<file path="src/rtl/multicycle_control.sv">
// multicycle_control: multi-cycle control sequencer (IF -> ID -> EX -> MEM -> WB)
// with PC/IR write enables and ready handshakes to variable-latency memories.
// Optional feature macro: ILLEGAL_TRAP_EN (unknown opcode traps in S_TRAP and
// raises a sticky illegal_op output; otherwise an unknown opcode is a NOP).
module multicycle_control #(
  parameter int TIMEOUT = 16,
  parameter int CNT_W   = 5
) (
  input  logic       clk,
  input  logic       rst,
  input  logic [5:0] opcode,
  input  logic       i_ready,
  input  logic       d_ready,
  output logic       I_req,
  output logic       PC_write,
  output logic       IR_write,
  output logic       RegDst,
  output logic       RegWrite,
  output logic [1:0] ALU_op,
  output logic       ALU_src,
  output logic       Mem_w,
  output logic       Mem_r,
  output logic       Mem_to_Reg,
  output logic       retire,
  output logic       mem_timeout,
  output logic [2:0] state
`ifdef ILLEGAL_TRAP_EN
  ,
  output logic       illegal_op
`endif
);

  localparam logic [2:0] S_IF   = 3'd0;
  localparam logic [2:0] S_ID   = 3'd1;
  localparam logic [2:0] S_EX   = 3'd2;
  localparam logic [2:0] S_MEM  = 3'd3;
  localparam logic [2:0] S_WB   = 3'd4;
  localparam logic [2:0] S_ERR  = 3'd5;
  localparam logic [2:0] S_TRAP = 3'd6;

  localparam logic [5:0] OP_R     = 6'b000000;
  localparam logic [5:0] OP_SUBIU = 6'b001101;
  localparam logic [5:0] OP_SW    = 6'b010000;
  localparam logic [5:0] OP_LW    = 6'b010001;
  localparam logic [5:0] OP_SLTI  = 6'b101010;

  // Last wait count before the timeout fires, and the saturation ceiling.
  localparam logic [CNT_W-1:0] LP_LIMIT = (TIMEOUT == 0) ? '0 : CNT_W'(TIMEOUT - 1);
  localparam logic [CNT_W-1:0] LP_SAT   = CNT_W'(TIMEOUT);

  logic [2:0]       r_state;
  logic [5:0]       r_op_q;
  logic [CNT_W-1:0] r_wait_cnt;
  logic             r_mem_timeout;
  logic [2:0]       w_next;
  logic             w_wait;
  logic             w_limit;
  logic             w_in_alu;

  assign w_limit = (TIMEOUT != 0) && (r_wait_cnt == LP_LIMIT);

  // Next-state decode; ready wins over the timeout in the limit cycle.
  always_comb begin
    w_next = r_state;
    w_wait = 1'b0;
    case (r_state)
      S_IF: begin
        if (i_ready) w_next = S_ID;
        else begin
          w_wait = 1'b1;
          if (w_limit) w_next = S_ERR;
        end
      end
      S_ID: w_next = S_EX;
      S_EX: begin
        case (r_op_q)
          OP_R, OP_SUBIU, OP_SLTI: w_next = S_WB;
          OP_LW, OP_SW:            w_next = S_MEM;
`ifdef ILLEGAL_TRAP_EN
          default:                 w_next = S_TRAP;
`else
          default:                 w_next = S_IF;
`endif
        endcase
      end
      S_MEM: begin
        if (d_ready) w_next = (r_op_q == OP_LW) ? S_WB : S_IF;
        else begin
          w_wait = 1'b1;
          if (w_limit) w_next = S_ERR;
        end
      end
      S_WB:    w_next = S_IF;
      default: w_next = r_state;  // S_ERR / S_TRAP hold until reset
    endcase
  end

  // State, captured opcode, wait counter and sticky error flags.
  always_ff @(posedge clk or posedge rst) begin
    if (rst) begin
      r_state       <= S_IF;
      r_op_q        <= '0;
      r_wait_cnt    <= '0;
      r_mem_timeout <= 1'b0;
    end else begin
      r_state <= w_next;
      if (r_state == S_ID) r_op_q <= opcode;
      if (w_next != r_state)                    r_wait_cnt <= '0;
      else if (w_wait && r_wait_cnt != LP_SAT)  r_wait_cnt <= r_wait_cnt + 1'b1;
      if (w_next == S_ERR) r_mem_timeout <= 1'b1;
    end
  end

`ifdef ILLEGAL_TRAP_EN
  logic r_illegal_op;

  // Sticky illegal-opcode flag, set on entry to S_TRAP.
  always_ff @(posedge clk or posedge rst) begin
    if (rst)                  r_illegal_op <= 1'b0;
    else if (w_next == S_TRAP) r_illegal_op <= 1'b1;
  end

  assign illegal_op = r_illegal_op;
`endif

  assign w_in_alu = (r_state == S_EX) || (r_state == S_MEM) || (r_state == S_WB);

  // Strobe decode: purely combinational from state, op_q and the ready inputs.
  always_comb begin
    I_req      = (r_state == S_IF);
    PC_write   = (r_state == S_IF) && i_ready && !rst;
    IR_write   = (r_state == S_IF) && i_ready && !rst;
    RegDst     = (r_state == S_WB) && (r_op_q == OP_R);
    RegWrite   = (r_state == S_WB);
    Mem_to_Reg = (r_state == S_WB) && (r_op_q == OP_LW);
    Mem_r      = (r_state == S_MEM) && (r_op_q == OP_LW);
    Mem_w      = (r_state == S_MEM) && (r_op_q == OP_SW);
    retire     = (r_state == S_WB) || ((r_state == S_MEM) && (r_op_q == OP_SW) && d_ready);
    ALU_op     = 2'b00;
    ALU_src    = 1'b0;
    if (w_in_alu) begin
      case (r_op_q)
        OP_R:         begin ALU_op = 2'b10; ALU_src = 1'b0; end
        OP_SUBIU:     begin ALU_op = 2'b01; ALU_src = 1'b1; end
        OP_LW, OP_SW: begin ALU_op = 2'b00; ALU_src = 1'b1; end
        OP_SLTI:      begin ALU_op = 2'b11; ALU_src = 1'b1; end
        default:      begin ALU_op = 2'b00; ALU_src = 1'b0; end
      endcase
    end
  end

  assign mem_timeout = r_mem_timeout;
  assign state       = r_state;

endmodule

</file>
<file path="config.mk">
export PLATFORM = sky130hd
export DESIGN_NAME = multicycle_control
export DESIGN_NICKNAME = d
export VERILOG_FILES = /design/src/rtl/multicycle_control.sv
export SDC_FILE = /design/constraint.sdc
export NUM_CORES = 1
export LEC_CHECK = 0
export CAP_MARGIN = 20
export CORE_ASPECT_RATIO = 1.25
export CORE_MARGIN = 1
export CORE_UTILIZATION = 30
export DETAILED_ROUTE_END_ITERATION = 12
export HOLD_SLACK_MARGIN = 0.08
export SKIP_CTS_REPAIR_TIMING = 1
export SLEW_MARGIN = 5
export SYNTH_ARGS = -nofsm -noshare
export SYNTH_HDL_FRONTEND = slang
export SYNTH_SLANG_ARGS = --single-unit
</file>
<file path="constraint.sdc">
create_clock -name clk -period 2.1 [get_ports clk]
set_clock_uncertainty 0.2 [all_clocks]
set_input_delay 0.42 -clock clk [delete_from_list [all_inputs] [get_ports clk]]
set_output_delay 0.42 -clock clk [all_outputs]
set_load 0.05 [all_outputs]
</file>
==> flow_summary.html, run 1 <==
<table>
<tr><th>Metric</th><th>Value</th></tr>
<tr><th colspan="2">Logic synthesis</th></tr>
<tr><td>Proportion of synthesized chip area in sequential cells</td><td>between 30 and 40%</td></tr>
<tr><td>Syn_area_per_cell</td><td>around 9.5 um^2</td></tr>
<tr><td>Synthesis warning total</td><td>0</td></tr>
<tr><td>Number of enable flip-flop cells after synthesis</td><td>0</td></tr>
<tr><td>Area of the mapped netlist</td><td>1020 um^2</td></tr>
<tr><td>Cell type with the largest total area after synthesis</td><td>sky130_fd_sc_hd__dfrtp_1</td></tr>
<tr><td>Area fraction of the dominant cell type after synthesis</td><td>between 30% and 40%</td></tr>
<tr><td>Synth Register Bits</td><td>15</td></tr>
<tr><td>Most area-consuming cells after synthesis</td><td>sky130_fd_sc_hd__dfrtp_1 37%, sky130_fd_sc_hd__mux2_2 5.5%, sky130_fd_sc_hd__clkbuf_8 4.0%, sky130_fd_sc_hd__ha_1 3.7%, sky130_fd_sc_hd__inv_1 3.7%</td></tr>
<tr><td>Async set-or-reset flop fraction in the synthesized netlist</td><td>100%</td></tr>
<tr><td>Gate count of the mapped netlist</td><td>around 110</td></tr>
<tr><td>Top post-synthesis cells by count</td><td>15 x sky130_fd_sc_hd__dfrtp_1, 10 x sky130_fd_sc_hd__inv_1, 8 x sky130_fd_sc_hd__nor2_1</td></tr>
<tr><td>Post-synth net total</td><td>121</td></tr>
<tr><td>Commonest register cell after synthesis</td><td>sky130_fd_sc_hd__dfrtp_1</td></tr>
<tr><td>Synth cell types</td><td>39</td></tr>
<tr><td>Most frequent cell after synthesis</td><td>sky130_fd_sc_hd__dfrtp_1</td></tr>
<tr><th colspan="2">Run status</th></tr>
<tr><td>Result of the run</td><td>complete, but fails checks</td></tr>
<tr><td>Failing checks</td><td>setup timing</td></tr>
<tr><th colspan="2">Cells and area</th></tr>
<tr><td>Antenna diodes</td><td>0</td></tr>
<tr><td>Cell Count, Final, Fillers Out</td><td>roughly 190</td></tr>
<tr><td>Layout-stage area growth over the synthesis result</td><td>69.2%</td></tr>
<tr><td>Register Area</td><td>379 um^2</td></tr>
<tr><td>Combined area of the multi-input logic cells</td><td>around 660 um^2</td></tr>
<tr><td>Final cell area excluding filler cells</td><td>1730 um^2</td></tr>
<tr><td>Fillcell total</td><td>around 290</td></tr>
<tr><td>Fraction of final layout cells with drive strength greater than 1</td><td>a little under half</td></tr>
<tr><td>Layout Nets</td><td>about 170</td></tr>
<tr><th colspan="2">Global route</th></tr>
<tr><td>Vias in the first global route</td><td>~1000</td></tr>
<tr><td>Pin count of the biggest net entering global routing</td><td>16</td></tr>
<tr><td>First-pass GRT wire length</td><td>4190 um</td></tr>
<tr><td>Overall global routing resource usage</td><td>15.8%</td></tr>
<tr><td>Initial antenna violation count</td><td>0</td></tr>
<tr><td>GRT Residual Overflow</td><td>0</td></tr>
<tr><th colspan="2">Power and ir drop</th></tr>
<tr><td>Overall power</td><td>between 500 and 600 uW</td></tr>
<tr><td>Power share of the sequential group</td><td>roughly 50%</td></tr>
<tr><td>Leak</td><td>around 0.7 nW</td></tr>
<tr><td>Power spent charging and discharging nets</td><td>135 uW</td></tr>
<tr><td>Fraction of power spent switching nets</td><td>23.1%</td></tr>
<tr><td>Power share of the combinational group</td><td>around 7.2%</td></tr>
<tr><td>Ratio of total power to cell area</td><td>338 nW/um^2</td></tr>
<tr><td>Part of the power in the clock network</td><td>42.5%</td></tr>
<tr><td>Largest vdd supply drop</td><td>approximately 370 uV</td></tr>
<tr><td>Internal power of the cells</td><td>between 400 and 500 uW</td></tr>
<tr><th colspan="2">Detailed routing</th></tr>
<tr><td>Average wire per standard cell</td><td>around 14 um</td></tr>
<tr><td>Vias per cell</td><td>around 5.2</td></tr>
<tr><td>Detailed Route Iter0 Violations</td><td>15</td></tr>
<tr><td>Wirelength, routed</td><td>between 2000 and 3000 um</td></tr>
<tr><td>First-pass detailed-route iteration total</td><td>3</td></tr>
<tr><td>Final routed DRC violation total</td><td>0</td></tr>
<tr><td>DRT antenna net count</td><td>0</td></tr>
<tr><td>Routed vias</td><td>between 1000 and 1500</td></tr>
<tr><th colspan="2">Placement</th></tr>
<tr><td>Number of port buffers</td><td>25</td></tr>
<tr><td>Half-perimeter wire length of the detailed placement result</td><td>between 2000 and 2500 um</td></tr>
<tr><td>Final Wtd Congestion</td><td>0.939</td></tr>
<tr><td>Number of cells in the design after placement</td><td>approximately 190</td></tr>
<tr><td>Instance area after placement</td><td>approximately 1600 um^2</td></tr>
<tr><th colspan="2">Timing</th></tr>
<tr><td>Final Setup Violations</td><td>11</td></tr>
<tr><td>Clock period minus final worst setup slack</td><td>2.51 ns</td></tr>
<tr><td>Max Slew Vio Count</td><td>0</td></tr>
<tr><td>Share of the clock period used by the worst path</td><td>120%</td></tr>
<tr><td>Worst hold slack</td><td>about 0.36 ns</td></tr>
<tr><td>Relative slew slack</td><td>roughly three quarters</td></tr>
<tr><td>Worst Slack Setup Final</td><td>-0.412 ns</td></tr>
<tr><td>Total Neg Setup Slack</td><td>-2.61 ns</td></tr>
<tr><td>Unrepaired setup endpoints after global routing</td><td>true</td></tr>
<tr><td>Slew at the pin closest to its max-slew limit</td><td>around 0.36 ns</td></tr>
<tr><td>Achievable Freq</td><td>0.398 GHz</td></tr>
<tr><td>Final hold vios</td><td>0</td></tr>
<tr><th colspan="2">Setup path</th></tr>
<tr><td>Cell-by-cell trace of the critical path</td><td>or3_4 -&gt; or3b_4 -&gt; nor3_4 -&gt; a21o_4 -&gt; buf_12</td></tr>
<tr><td>CP delay by family, top</td><td>simple AND/OR/NAND/NOR gates</td></tr>
<tr><td>Critical Path RT</td><td>1.48 ns</td></tr>
<tr><td>Kind of start point of the critical path</td><td>register</td></tr>
<tr><td>Crit path max-delay cell type</td><td>sky130_fd_sc_hd__or3b_4</td></tr>
<tr><td>Reg2Reg Launch Point</td><td>r_op_q[1]$_DFFE_PP0P_</td></tr>
<tr><td>CP endpoint kind</td><td>output pin</td></tr>
<tr><td>Critical Setup Path Class</td><td>reg -&gt; out</td></tr>
<tr><td>Crit Path Max Fanout</td><td>3</td></tr>
<tr><td>WP buf/inv</td><td>1</td></tr>
<tr><td>Worst path arrival time</td><td>~1.9 ns</td></tr>
<tr><td>Critical Path Start</td><td>r_op_q[1]$_DFFE_PP0P_</td></tr>
<tr><td>Delay contributed by the slowest stage of the critical path</td><td>0.42 ns</td></tr>
<tr><th colspan="2">Flow run</th></tr>
<tr><td>Maxcap violations</td><td>0</td></tr>
<tr><th colspan="2">Clock network</th></tr>
<tr><td>H-tree depth</td><td>1</td></tr>
<tr><td>CTS Root Cell</td><td>sky130_fd_sc_hd__clkbuf_8</td></tr>
<tr><td>Total clock buffers created by CTS</td><td>3</td></tr>
<tr><td>CTS tree</td><td>yes</td></tr>
<tr><td>Clock transition at the register clock pins on the worst setup and hold paths after CTS</td><td>0.07 ns</td></tr>
<tr><td>Number of clock sinks</td><td>15</td></tr>
<tr><td>Number of buffers between clock root and the deepest sink</td><td>2</td></tr>
<tr><td>Skew-Pair Late Insertion Delay</td><td>~0.25 ns</td></tr>
<tr><th colspan="2">Die</th></tr>
<tr><td>Initial cell density of the core</td><td>approximately a third</td></tr>
<tr><td>Die height</td><td>slightly below 70 um</td></tr>
<tr><td>Die boundary width</td><td>~54 um</td></tr>
<tr><td>Number of placed I/O pins</td><td>26</td></tr>
<tr><td>Std-Cell Rows</td><td>23</td></tr>
<tr><td>Full die area</td><td>3640 um^2</td></tr>
<tr><td>Standard cell core area</td><td>around 3200 um^2</td></tr>
<tr><th colspan="2">Worst hold path</th></tr>
<tr><td>Classification of the worst-slack hold path</td><td>in -&gt; async</td></tr>
</table>
[power groups by stage]
stage | registers, mW | logic (mW) | clock network (mW)
2_1_floorplan | 0.300 | 0.0125 | 0
3_3_place_gp | 0.299 | 0.0411 | 0
3_5_place_dp | 0.300 | 0.0422 | 0
4_1_cts | 0.294 | 0.0423 | 0.251
5_1_grt | 0.294 | 0.0465 | 0.264
6_report | 0.294 | 0.0421 | 0.248
[metrics by stage]
stage	util, %	worst slack [ns]
detailed placement	49.3	-0.143
CTS	50.9	-0.422
global route	53.6	-0.466
finish	53.6	-0.412
floorplan	-	-0.537
global placement	49.3	-0.120
[flip-flops by register name, summed over array words and instances, names as in the netlist]
register,cells
r_op_q,6
r_wait_cnt,5
state,3
mem_timeout,1
[final cells by class]
class                           count  area share (%)
Clock buffer                        3            2.39
Clock inverter                      1           0.434
Inverter                           10            2.39
Multi-Input combinational cell     78            37.9
Sequential cell                    15            21.9
Tap cell                           37            2.68
Timing Repair Buffer               50            32.2
[logic make-up (layout without fill, tap and decap cells)]
family | after synthesis | in the layout | synth area share (%)
AND/OR/NAND/NOR | 42 | 42 | 25.6
AO/OA/AOI/OAI | 26 | 26 | 17.6
flip-flops | 15 | 15 | 36.8
buffers and inverters | 15 | 64 | 8.95
multiplexers | 6 | 6 | 6.49
adder cells (fa/ha/maj) | 3 | 3 | 3.68
XOR/XNOR | 1 | 1 | 0.858
[worst paths after layout]
| kind | depth (start not counted) | endpoint | slack (ns) |
|---|---|---|---|
| min | 3 | r_op_q[2]$_DFFE_PP0P_ | 0.36 |
| max in group asynchronous | 3 | state[0]$_DFF_PP0_ | 1.14 |
| max | 5 | retire | -0.41 |
| min in group clk | 1 | r_op_q[0]$_DFFE_PP0P_ | 0.38 |
| min reg2reg | 1 | r_op_q[0]$_DFFE_PP0P_ | 0.38 |
| max reg2reg | 6 | mem_timeout$_DFFE_PP0N_ | -0.13 |
[routing by layer]
layer  GRT usage [%]  share of wire, %  vias to the layer above  wire length [um]
met5               0                 0                        -                 0
met4            5.77               1.4                        0                36
met3            2.48               2.8                        5                74
met2            27.0                52                       19              1380
met1            19.6                43                      486              1150
li1                -                 -                      492                 -
[worst min-delay path: stages]
cell	delay, ns
sky130_fd_sc_hd__clkdlybuf4s50_1	0.41
sky130_fd_sc_hd__inv_1	0.11
sky130_fd_sc_hd__buf_4	0.25
[cells in the final DEF, fill, tap and decap left out, drive strengths merged, types with 2 or more instances in the layout]
| cell | n |
|---|---|
| nand3b | 3 |
| nor2 | 8 |
| o21ai | 5 |
| o31ai | 2 |
| and3 | 2 |
| a21oi | 5 |
| nand2 | 6 |
| nand3 | 2 |
| clkinvlp | 2 |
| inv | 9 |
| or3 | 6 |
| ha | 3 |
| nor3 | 4 |
| nor3b | 5 |
| or3b | 2 |
| clkbuf | 4 |
| a211oi | 2 |
| o21a | 2 |
| buf | 40 |
| clkdlybuf4s50 | 9 |
| mux2 | 5 |
| dfrtp | 15 |
| a21o | 3 |
(Power assumes the default switching activity.)
==> run 2, diff against run 1 <==
- CELL_PAD_IN_SITES_DETAIL_PLACEMENT: unset -> 1
- CELL_PAD_IN_SITES_GLOBAL_PLACEMENT: unset -> 1
- PLACE_DENSITY_LB_ADDON: unset -> 0.1
==> run 2 against run 1 <==
The flow still finishes with violations (setup timing). First-iteration DRC count is 47% lower. Fmax is 0.77% higher. Largest cell class unchanged. Largest power group unchanged. Core utilization is 3.3 points higher. Flip-flop and latch count stayed put. Critical path type unchanged. Clock-buffer cell count is 1 higher.
==> flow_summary.html, run 2 (same netlist as run 1, synthesis figures left out) <==
<table>
<tr><th>Metric</th><th>Value</th></tr>
<tr><th colspan="2">Detailed routing</th></tr>
<tr><td>Routed vias</td><td>~1100</td></tr>
<tr><td>First-pass detailed-route iteration total</td><td>4</td></tr>
<tr><td>Wirelength, routed</td><td>around 3100 um</td></tr>
<tr><td>Detailed Route Iter0 Violations</td><td>8</td></tr>
<tr><td>Average wire per standard cell</td><td>about 15 um</td></tr>
<tr><td>Final routed DRC violation total</td><td>0</td></tr>
<tr><td>DRT antenna net count</td><td>0</td></tr>
<tr><td>Vias per cell</td><td>just over 5</td></tr>
<tr><th colspan="2">Cells and area</th></tr>
<tr><td>Layout-stage area growth over the synthesis result</td><td>79.8%</td></tr>
<tr><td>Final cell utilization of the core</td><td>between 50% and 60%</td></tr>
<tr><td>Combined area of the multi-input logic cells</td><td>677 um^2</td></tr>
<tr><td>Most common cell after layout, fill and taps aside</td><td>sky130_fd_sc_hd__buf_4</td></tr>
<tr><td>Most frequent cells in the layout</td><td>40 x sky130_fd_sc_hd__buf_4, 12 x sky130_fd_sc_hd__dfrtp_1, 11 x sky130_fd_sc_hd__buf_12, 9 x sky130_fd_sc_hd__inv_1, 9 x sky130_fd_sc_hd__clkdlybuf4s50_1</td></tr>
<tr><td>Register Area</td><td>379 um^2</td></tr>
<tr><td>Max reg flops</td><td>6</td></tr>
<tr><td>Fillcell total</td><td>about 350</td></tr>
<tr><td>Fraction of final layout cells with drive strength greater than 1</td><td>a little over half</td></tr>
<tr><td>Reg with most FFs</td><td>r_op_q</td></tr>
<tr><td>Antenna diodes</td><td>0</td></tr>
<tr><td>Layout Nets</td><td>roughly 180</td></tr>
<tr><th colspan="2">Worst hold path</th></tr>
<tr><td>Classification of the worst-slack hold path</td><td>in -&gt; async</td></tr>
<tr><th colspan="2">Global route</th></tr>
<tr><td>GRT Residual Overflow</td><td>0</td></tr>
<tr><td>Pin count of the biggest net entering global routing</td><td>16</td></tr>
<tr><td>Overall global routing resource usage</td><td>a little under a fifth</td></tr>
<tr><td>Initial antenna violation count</td><td>0</td></tr>
<tr><td>First-pass GRT wire length</td><td>between 4000 and 5000 um</td></tr>
<tr><td>Vias in the first global route</td><td>~1000</td></tr>
<tr><th colspan="2">Setup path</th></tr>
<tr><td>Kind of start point of the critical path</td><td>register</td></tr>
<tr><td>CP endpoint kind</td><td>output pin</td></tr>
<tr><td>Critical Path RT</td><td>between 1 and 1.5 ns</td></tr>
<tr><td>Reg2reg path depth</td><td>6</td></tr>
<tr><td>Worst path arrival time</td><td>1.87 ns</td></tr>
<tr><td>Reg2Reg Launch Point</td><td>r_op_q[3]$_DFFE_PP0P_</td></tr>
<tr><td>Critical Path Start</td><td>r_op_q[3]$_DFFE_PP0P_</td></tr>
<tr><td>Critical Setup Path Class</td><td>reg -&gt; out</td></tr>
<tr><td>Crit Path Max Fanout</td><td>3</td></tr>
<tr><td>Worst Setup EP</td><td>retire</td></tr>
<tr><td>Critical R2R Capture</td><td>mem_timeout$_DFFE_PP0N_</td></tr>
<tr><td>Reg-to-reg slack, setup</td><td>-0.13 ns</td></tr>
<tr><th colspan="2">Clock network</th></tr>
<tr><td>Skew-Pair Late Insertion Delay</td><td>~0.25 ns</td></tr>
<tr><td>Clock transition at the register clock pins on the worst setup and hold paths after CTS</td><td>0.06 ns</td></tr>
<tr><td>CTS tree</td><td>yes</td></tr>
<tr><td>Number of clock sinks</td><td>15</td></tr>
<tr><td>Total clock buffers created by CTS</td><td>3</td></tr>
<tr><td>H-tree depth</td><td>1</td></tr>
<tr><td>CTS Root Cell</td><td>sky130_fd_sc_hd__clkbuf_8</td></tr>
<tr><td>Number of buffers between clock root and the deepest sink</td><td>2</td></tr>
<tr><th colspan="2">Die</th></tr>
<tr><td>Initial cell density of the core</td><td>a little under a third</td></tr>
<tr><td>Die height</td><td>67.2 um</td></tr>
<tr><td>Std-Cell Rows</td><td>23</td></tr>
<tr><td>Standard cell core area</td><td>3220 um^2</td></tr>
<tr><td>Die boundary width</td><td>roughly 54 um</td></tr>
<tr><td>Number of placed I/O pins</td><td>26</td></tr>
<tr><td>Full die area</td><td>roughly 3600 um^2</td></tr>
<tr><th colspan="2">Timing</th></tr>
<tr><td>Slew at the pin closest to its max-slew limit</td><td>between 0.3 and 0.4 ns</td></tr>
<tr><td>Final Setup Violations</td><td>11</td></tr>
<tr><td>Worst hold slack</td><td>between 0.3 and 0.4 ns</td></tr>
<tr><td>Share of the clock period used by the worst path</td><td>119%</td></tr>
<tr><td>Max Slew Vio Count</td><td>0</td></tr>
<tr><td>Relative slew slack</td><td>~75%</td></tr>
<tr><td>Clock period minus final worst setup slack</td><td>around 2.5 ns</td></tr>
<tr><td>Unrepaired setup endpoints after global routing</td><td>true</td></tr>
<tr><td>Final hold vios</td><td>0</td></tr>
<tr><td>Achievable Freq</td><td>between 0.4 and 0.5 GHz</td></tr>
<tr><td>Worst Slack Setup Final</td><td>-0.393 ns</td></tr>
<tr><th colspan="2">Run status</th></tr>
<tr><td>Result of the run</td><td>complete, but fails checks</td></tr>
<tr><td>Failing checks</td><td>setup timing</td></tr>
<tr><th colspan="2">Power and ir drop</th></tr>
<tr><td>Ratio of total power to cell area</td><td>roughly 320 nW/um^2</td></tr>
<tr><td>Leak</td><td>about 0.76 nW</td></tr>
<tr><td>Largest vdd supply drop</td><td>between 200 and 300 uV</td></tr>
<tr><th colspan="2">Flow run</th></tr>
<tr><td>Maxcap violations</td><td>0</td></tr>
<tr><th colspan="2">Placement</th></tr>
<tr><td>Final Wtd Congestion</td><td>0.743</td></tr>
<tr><td>Half-perimeter wire length of the detailed placement result</td><td>2320 um</td></tr>
<tr><td>Post-place setup slack</td><td>-0.157 ns</td></tr>
<tr><td>Number of port buffers</td><td>25</td></tr>
</table>
[run 2: cell count changes in the layout (fill, tap and decap cells not counted), sizes merged]
cell / delta
buf: +12
clkinvlp: -1
clkbuf: +1
[run 2: layout make-up]
cell class / count / area share [%]
clock buffer: 4 / 2.45
multi-input combinational: 78 / 36.9
sequential: 15 / 20.7
tap: 37 / 2.52
timing repair buffer: 62 / 35.2
inverter: 10 / 2.25
[run 2: power breakdown]
part           switching (mW)  internal [mW]
combinational          0.0184         0.0249
clock                   0.110          0.135
sequential            0.00238          0.292
[run 2: per-stage QoR]
step           TNS (ns)  cells  cell area, um^2  total power [mW]
4_1_cts           -3.13    190             1640             0.585
3_5_place_dp      -1.10    186             1600             0.342
2_1_floorplan     -2.16    108             1090             0.312
5_1_grt           -3.31    206             1840             0.604
3_3_place_gp     -0.834    186             1600             0.340
6_report          -2.54    206             1840             0.582
[run 2: worst min path at each step]
stage / start / to / slack, ns / cells past startpoint
after floorplan: rst / mem_timeout$_DFFE_PP0N_ / 0.13 / 1
after CTS: rst / mem_timeout$_DFFE_PP0N_ / 0.34 / 3
after global routing: rst / r_op_q[2]$_DFFE_PP0P_ / 0.37 / 3
final: rst / r_wait_cnt[1]$_DFFE_PP0P_ / 0.33 / 3
after global placement: r_wait_cnt[3]$_DFFE_PP0P_ / r_wait_cnt[3]$_DFFE_PP0P_ / 0.35 / 2
after detailed placement: r_op_q[0]$_DFFE_PP0P_ / r_op_q[0]$_DFFE_PP0P_ / 0.36 / 1
[run 2: metal layers]
layer | wire length [um] | vias to the layer above | share of wire (%) | global-route usage [%]
met5 | 0 | - | 0 | 0
met3 | 88 | 4 | 2.8 | 3.38
met4 | 25 | 0 | 0.81 | 5.13
li1 | - | 516 | - | -
met1 | 1370 | 511 | 44 | 24.0
met2 | 1620 | 19 | 52 | 30.5
[run 2: critical path: stages, from the launching register on]
cell and delay [ns]:
sky130_fd_sc_hd__dfrtp_1 0.38, sky130_fd_sc_hd__or3_4 0.40, sky130_fd_sc_hd__or3b_4 0.42, sky130_fd_sc_hd__nor3_4 0.15, sky130_fd_sc_hd__a21o_4 0.15, sky130_fd_sc_hd__buf_12 0.12
